[src/rtl/mem_stage_pkg.sv]
// Shared types and constants for the memory pipeline stage and its wait counter.
package mem_stage_pkg;

    localparam int DATA_W      = 32;
    localparam int REG_W       = 5;
    localparam int CNT_W       = 4;
    localparam int TIMEOUT_DEF = 15;

    typedef enum logic {
        S_IDLE = 1'b0,
        S_WAIT = 1'b1
    } state_t;

    function automatic logic is_word_aligned(input logic [DATA_W-1:0] addr);
        return addr[1:0] == 2'b00;
    endfunction

endpackage

[src/rtl/mem_timeout_ctr.sv]
// Bus wait counter: cleared when an access is issued, counts unacknowledged WAIT cycles.
module mem_timeout_ctr
    import mem_stage_pkg::*;
#(
    parameter int TIMEOUT = TIMEOUT_DEF
)
(
    input  logic clk,
    input  logic rst_n,
    input  logic i_clear,
    input  logic i_enable,
    output logic o_expired
);

    logic [CNT_W-1:0] r_count;

    always_ff @(posedge clk or negedge rst_n) begin
        if (!rst_n) begin
            r_count <= '0;
        end else if (i_clear) begin
            r_count <= '0;
        end else if (i_enable) begin
            r_count <= r_count + 1'b1;
        end
    end

    // Expiry is seen on the TIMEOUT-th WAIT cycle, i.e. while the count still reads TIMEOUT-1.
    assign o_expired = (r_count == CNT_W'(TIMEOUT - 1));

endmodule

[src/rtl/mem_stage.sv]
// MEM pipeline stage: issues data-memory accesses, stalls upstream while waiting,
// and loads the MEM/WB register on completion, misalignment or bus timeout.
module mem_stage
    import mem_stage_pkg::*;
#(
    parameter int TIMEOUT = TIMEOUT_DEF
)
(
    input  logic              clk,
    input  logic              rst_n,
    input  logic              i_in_valid,
    input  logic              i_flush,
    input  logic              i_mem_read_in,
    input  logic              i_mem_write_in,
    input  logic              i_mem_to_reg_in,
    input  logic              i_reg_write_in,
    input  logic [DATA_W-1:0] i_alu_result,
    input  logic [DATA_W-1:0] i_store_data,
    input  logic [REG_W-1:0]  i_write_reg,
    output logic              o_stall,
    output logic              o_dmem_req,
    output logic              o_dmem_we,
    output logic [DATA_W-1:0] o_dmem_addr,
    output logic [DATA_W-1:0] o_dmem_wdata,
    input  logic [DATA_W-1:0] i_dmem_rdata,
    input  logic              i_dmem_ack,
    output logic              o_wb_valid,
    output logic              o_reg_write_out,
    output logic              o_mem_to_reg_out,
    output logic [DATA_W-1:0] o_read_data,
    output logic [DATA_W-1:0] o_alu_out,
    output logic [REG_W-1:0]  o_write_reg_out,
    output logic              o_misalign_err,
    output logic              o_bus_err
);

    state_t              r_state;
    logic [DATA_W-1:0]   r_dmem_addr;
    logic [DATA_W-1:0]   r_dmem_wdata;
    logic                r_dmem_we;
    logic                r_cap_reg_write;
    logic                r_cap_mem_to_reg;
    logic [REG_W-1:0]    r_cap_write_reg;
    logic                r_wb_valid;
    logic                r_reg_write_out;
    logic                r_mem_to_reg_out;
    logic [DATA_W-1:0]   r_read_data;
    logic [DATA_W-1:0]   r_alu_out;
    logic [REG_W-1:0]    r_write_reg_out;
    logic                r_misalign_err;
    logic                r_bus_err;

    logic w_memop;
    logic w_aligned;
    logic w_in_wait;
    logic w_issue;
    logic w_expired;

    assign w_memop   = i_in_valid & (i_mem_read_in | i_mem_write_in);
    assign w_aligned = is_word_aligned(i_alu_result);
    assign w_in_wait = (r_state == S_WAIT);
    assign w_issue   = (r_state == S_IDLE) & w_memop & w_aligned & ~i_flush;

    mem_timeout_ctr #(.TIMEOUT(TIMEOUT)) u_timeout_ctr (
        .clk       (clk),
        .rst_n     (rst_n),
        .i_clear   (w_issue),
        .i_enable  (w_in_wait & ~i_dmem_ack),
        .o_expired (w_expired)
    );

    // Gated by rst_n so the stall drops the instant reset asserts, even with a memop still presented.
    assign o_stall    = rst_n & (w_issue | (w_in_wait & ~i_dmem_ack));
    assign o_dmem_req = w_in_wait;

    always_ff @(posedge clk or negedge rst_n) begin
        if (!rst_n) begin
            r_state          <= S_IDLE;
            r_dmem_addr      <= '0;
            r_dmem_wdata     <= '0;
            r_dmem_we        <= 1'b0;
            r_cap_reg_write  <= 1'b0;
            r_cap_mem_to_reg <= 1'b0;
            r_cap_write_reg  <= '0;
            r_wb_valid       <= 1'b0;
            r_reg_write_out  <= 1'b0;
            r_mem_to_reg_out <= 1'b0;
            r_read_data      <= '0;
            r_alu_out        <= '0;
            r_write_reg_out  <= '0;
            r_misalign_err   <= 1'b0;
            r_bus_err        <= 1'b0;
        end else begin
            r_wb_valid     <= 1'b0;
            r_misalign_err <= 1'b0;
            r_bus_err      <= 1'b0;
            case (r_state)
                S_IDLE: begin
                    if (w_memop && !i_flush && !w_aligned) begin
                        r_wb_valid       <= 1'b1;
                        r_reg_write_out  <= 1'b0;
                        r_mem_to_reg_out <= i_mem_to_reg_in;
                        r_read_data      <= '0;
                        r_alu_out        <= i_alu_result;
                        r_write_reg_out  <= i_write_reg;
                        r_misalign_err   <= 1'b1;
                    end else if (w_issue) begin
                        // Read+write together behaves as a store that never writes the register file.
                        r_dmem_addr      <= i_alu_result;
                        r_dmem_wdata     <= i_store_data;
                        r_dmem_we        <= i_mem_write_in;
                        r_cap_reg_write  <= i_reg_write_in & ~(i_mem_read_in & i_mem_write_in);
                        r_cap_mem_to_reg <= i_mem_to_reg_in;
                        r_cap_write_reg  <= i_write_reg;
                        r_state          <= S_WAIT;
                    end else begin
                        r_wb_valid       <= i_in_valid & ~i_flush;
                        r_reg_write_out  <= i_reg_write_in;
                        r_mem_to_reg_out <= i_mem_to_reg_in;
                        r_read_data      <= '0;
                        r_alu_out        <= i_alu_result;
                        r_write_reg_out  <= i_write_reg;
                    end
                end
                S_WAIT: begin
                    if (i_dmem_ack) begin
                        r_wb_valid       <= 1'b1;
                        r_reg_write_out  <= r_cap_reg_write;
                        r_mem_to_reg_out <= r_cap_mem_to_reg;
                        r_read_data      <= r_dmem_we ? '0 : i_dmem_rdata;
                        r_alu_out        <= r_dmem_addr;
                        r_write_reg_out  <= r_cap_write_reg;
                        r_state          <= S_IDLE;
                    end else if (w_expired) begin
                        r_wb_valid       <= 1'b1;
                        r_reg_write_out  <= 1'b0;
                        r_mem_to_reg_out <= r_cap_mem_to_reg;
                        r_read_data      <= '0;
                        r_alu_out        <= r_dmem_addr;
                        r_write_reg_out  <= r_cap_write_reg;
                        r_bus_err        <= 1'b1;
                        r_state          <= S_IDLE;
                    end
                end
                default: r_state <= S_IDLE;
            endcase
        end
    end

    assign o_dmem_we        = r_dmem_we;
    assign o_dmem_addr      = r_dmem_addr;
    assign o_dmem_wdata     = r_dmem_wdata;
    assign o_wb_valid       = r_wb_valid;
    assign o_reg_write_out  = r_reg_write_out;
    assign o_mem_to_reg_out = r_mem_to_reg_out;
    assign o_read_data      = r_read_data;
    assign o_alu_out        = r_alu_out;
    assign o_write_reg_out  = r_write_reg_out;
    assign o_misalign_err   = r_misalign_err;
    assign o_bus_err        = r_bus_err;

endmodule

[config.mk]
export PLATFORM = sky130hd
export DESIGN_NAME = mem_stage
export DESIGN_NICKNAME = d
export VERILOG_FILES = /design/src/rtl/mem_stage_pkg.sv /design/src/rtl/mem_timeout_ctr.sv /design/src/rtl/mem_stage.sv
export SDC_FILE = /design/constraint.sdc
export NUM_CORES = 1
export LEC_CHECK = 0
export ABC_AREA = 0
export CELL_PAD_IN_SITES_DETAIL_PLACEMENT = 1
export CELL_PAD_IN_SITES_GLOBAL_PLACEMENT = 1
export CORE_ASPECT_RATIO = 0.6
export CORE_MARGIN = 5
export CORE_UTILIZATION = 34
export CTS_CLUSTER_DIAMETER = 200
export CTS_CLUSTER_SIZE = 16
export DETAILED_ROUTE_END_ITERATION = 12
export PLACE_DENSITY = 0.77
export SLEW_MARGIN = 20
export SYNTH_ARGS = -nofsm -noshare
export SYNTH_HDL_FRONTEND = slang
export SYNTH_SLANG_ARGS = --single-unit
[constraint.sdc]
create_clock -name clk -period 2.1 [get_ports clk]
set_input_delay 0.42 -clock clk [delete_from_list [all_inputs] [get_ports clk]]
set_output_delay 0.42 -clock clk [all_outputs]
set_load 0.05 [all_outputs]
==> metrics.txt <==
clock root buffer clkbuf_16; Post-DRT Antenna Nets 0; Crit path max-delay family buffers and inverters; Final Critical Period between 2 and 2.5 ns; layout net count 782; Cells after Synth about 400; Worst-path clk slew around 0.070 ns; Multi-input gate area 2182 µm²; largest family of logic cells by synthesized area multiplexers; clk_skew between 0.01 and 0.015 ns; Rel. slew slack 0.4325; Post-Synth Adder-Cell Area 0.004121; most frequent cells in the layout clkdlybuf4s50_1 (219), dfrtp_1 (150), mux2_2 (109), mux2_1 (36), a22o_1 (33); Hold Fails Final Rpt 0; synth top area cells dfrtp_1 (62%), mux2_2 (20%), mux2_1 (6.7%); antenna violations before repair 0; row count 37; # IOs 251; VDD IR max approximately 550 µV; fin cells around 900; total power between 10 and 15 mW; cell area after synthesis 6072 µm²; Die Span Y 113.5 µm; post-synth top area share 0.6223; crit-path max FO 3; total of max-cap violations 0; sum of buffers and inverters on the critical path 1; Seq/Total Area, Yosys 0.6223; DR WL/cell ~21 µm; actual slew at the worst max-slew pin roughly 0.85 ns; placed cells ~880; P&R area growth vs syn 61.06%; Max stage delay on crit path between 0.8 and 0.9 ns; CTS Buffer Depth 2; Syn Area/Cell ~15 µm²; CP Data Required Time between 1.5 and 2 ns; status finished clean; most common cell after layout, fill and taps aside clkdlybuf4s50_1; Core Region 17310 µm²; synthesized-area fraction occupied by and/or/nand/nor cells 0.02555; routability cong. a little under 0.8; multiplexer share of the synthesized area 0.2689; Compound-Gate Fraction of Synth Area 0.05337; synth warn 0; Mapped Nets between 500 and 600; endpoint class of the critical path output port; share of cells above drive strength 1 0.2738; critical path arrival around 1.6 ns; xor/xnor share of the synthesized area 0.002885; Min-Delay Path Class primary input to asynchronous set/reset pin; WS Path Type register to output port; Overflow after GRT 0; number of buffers created by CTS 17; Final Max Slew Viols 0; CP Cell Sequence clkdlybuf4s50_1; setup TNS 0 ns; fmax slightly below 500 MHz; antenna diode count 0; vias after detailed routing about 4400; FF/Latch Area approximately 3800 µm²; first-pass GRT wire length about 30000 µm; pwr dens 1040 nW/µm²; H-tree depth 4; Yosys reg bits approximately 150; fin crit share 0.9762; starting density of the core 0.3507; Starting DRT DRC Count between 150 and 200; final wirelength approximately 19000 µm; CTS Sinks between 150 and 200; largest net degree at the start of global routing 152; crit path launch type register; TritonCTS clock tree yes; CTS Hold Buffers Added 0; first-pass iteration count of the detailed router 4; Tot GR Track Use 0.1856; Final setup violation count 0; number of global-route vias before repair a little over 5000; unrepaired setup endpoints after global routing no; routed vias/inst about 4.8; top_reg_cell synth dfrtp_1; FFs w/ async S/R, synth 1.000; post-layout util 0.5648; fill cell count approximately 1700; hpwl dp 13860 µm; leak pwr 4.368 nW; Setup WS post-layout between 0.05 and 0.06 ns; slowest cell on the critical path clkdlybuf4s50_1; DRC viols 0; die area roughly 21000 µm²; cell taking the most area after synthesis dfrtp_1; Post-synth EDFFs 0; worst slack at placement -0.3043 ns; Synth cell types 24; IO buf count 250; clk_lat worst skew 0.42 ns; die span in x approximately 180 µm
[timing repair]
action | CTS | global route
setup buffers | 2 | 1
endpoints found under the setup margin | 2 | 17
gates resized for setup | 6 | 22
pin swaps | 1 | 3
[worst reg2reg max path, stage by stage (launching register included)]
cell and delay [ns]:
dfrtp_2 0.44, nor4b_4 0.34, buf_4 0.18, buf_4 0.12, nand2b_4 0.20, buf_12 0.15, buf_4 0.25, a22o_1 0.20
[per-stage QoR]
step	instance area, µm²	hold WS, ns
2_1_floorplan	6086	0.1244
3_3_place_gp	9062	0.4738
3_5_place_dp	9062	0.4799
4_1_cts	9717	0.1887
5_1_grt	9779	0.1816
6_report	9779	0.1101
[synthesized netlist by cell type (2+ instances only)]
library cell,count
nor2b_1,3
clkbuf_1,7
o21ai_0,2
o21a_1,2
mux2_1,36
inv_1,3
buf_2,12
mux2_2,109
a22o_1,33
buf_4,5
ha_1,2
a21oi_1,2
dfrtp_1,151
nand2_1,5
nand3_1,3
nand2b_1,3
xor2_1,2
nor2_1,9
[cell families (layout without fill, tap and decap cells)]
logic type	count (synthesis)	in the layout
DFF	151	151
muxes	145	145
AOI/OAI and AO/OA	39	39
and+or+nand+nor	28	28
buffers and inverters	28	316
adders and majority gates	2	2
xor gates and xnor gates	2	2
[routing by layer]
layer / up-vias / share of wire / GRT usage
met5: - / 0 / 0
met4: 0 / 0.010 / 0.04598
met3: 14 / 0.11 / 0.08668
met2: 180 / 0.47 / 0.3075
met1: 2227 / 0.41 / 0.2210
li1: 1971 / - / -
[layout make-up]
| type | count | area share |
|---|---|---|
| clock buffers | 17 | 0.04350 |
| clock inverters | 15 | 0.02073 |
| inverters | 3 | 0.001151 |
| multi-input cells | 216 | 0.2231 |
| flip-flops and latches | 151 | 0.3865 |
| well taps | 234 | 0.02994 |
| repair buffers | 281 | 0.2950 |
[power by group]
| group | total, mW | switching [mW] | internal (mW) | leakage, nW |
|---|---|---|---|---|
| Combinational | 3.23 | 1.99 | 1.24 | 2.18 |
| Sequential | 3.64 | 0.288 | 3.35 | 1.89 |
| Clock | 3.30 | 1.38 | 1.93 | 0.303 |
| Total | 10.2 | 3.65 | 6.52 | 4.37 |
[final timing paths]
kind,slack (ns),from,cells after the start,endpoint
max in group asynchronous,1.31,rst_n,2,r_cap_write_reg[4]
hold / removal,0.11,rst_n,2,o_dmem_we
min in group clk,0.42,i_mem_read_in,4,r_cap_reg_write
hold reg to reg,0.49,o_alu_out[3],1,o_alu_out[3]
setup reg to reg,0.16,o_dmem_req,7,o_read_data[21]
setup / recovery,0.05,o_dmem_addr[4],1,o_dmem_addr[4]
Note: power is estimated with default switching activity, not from simulation.
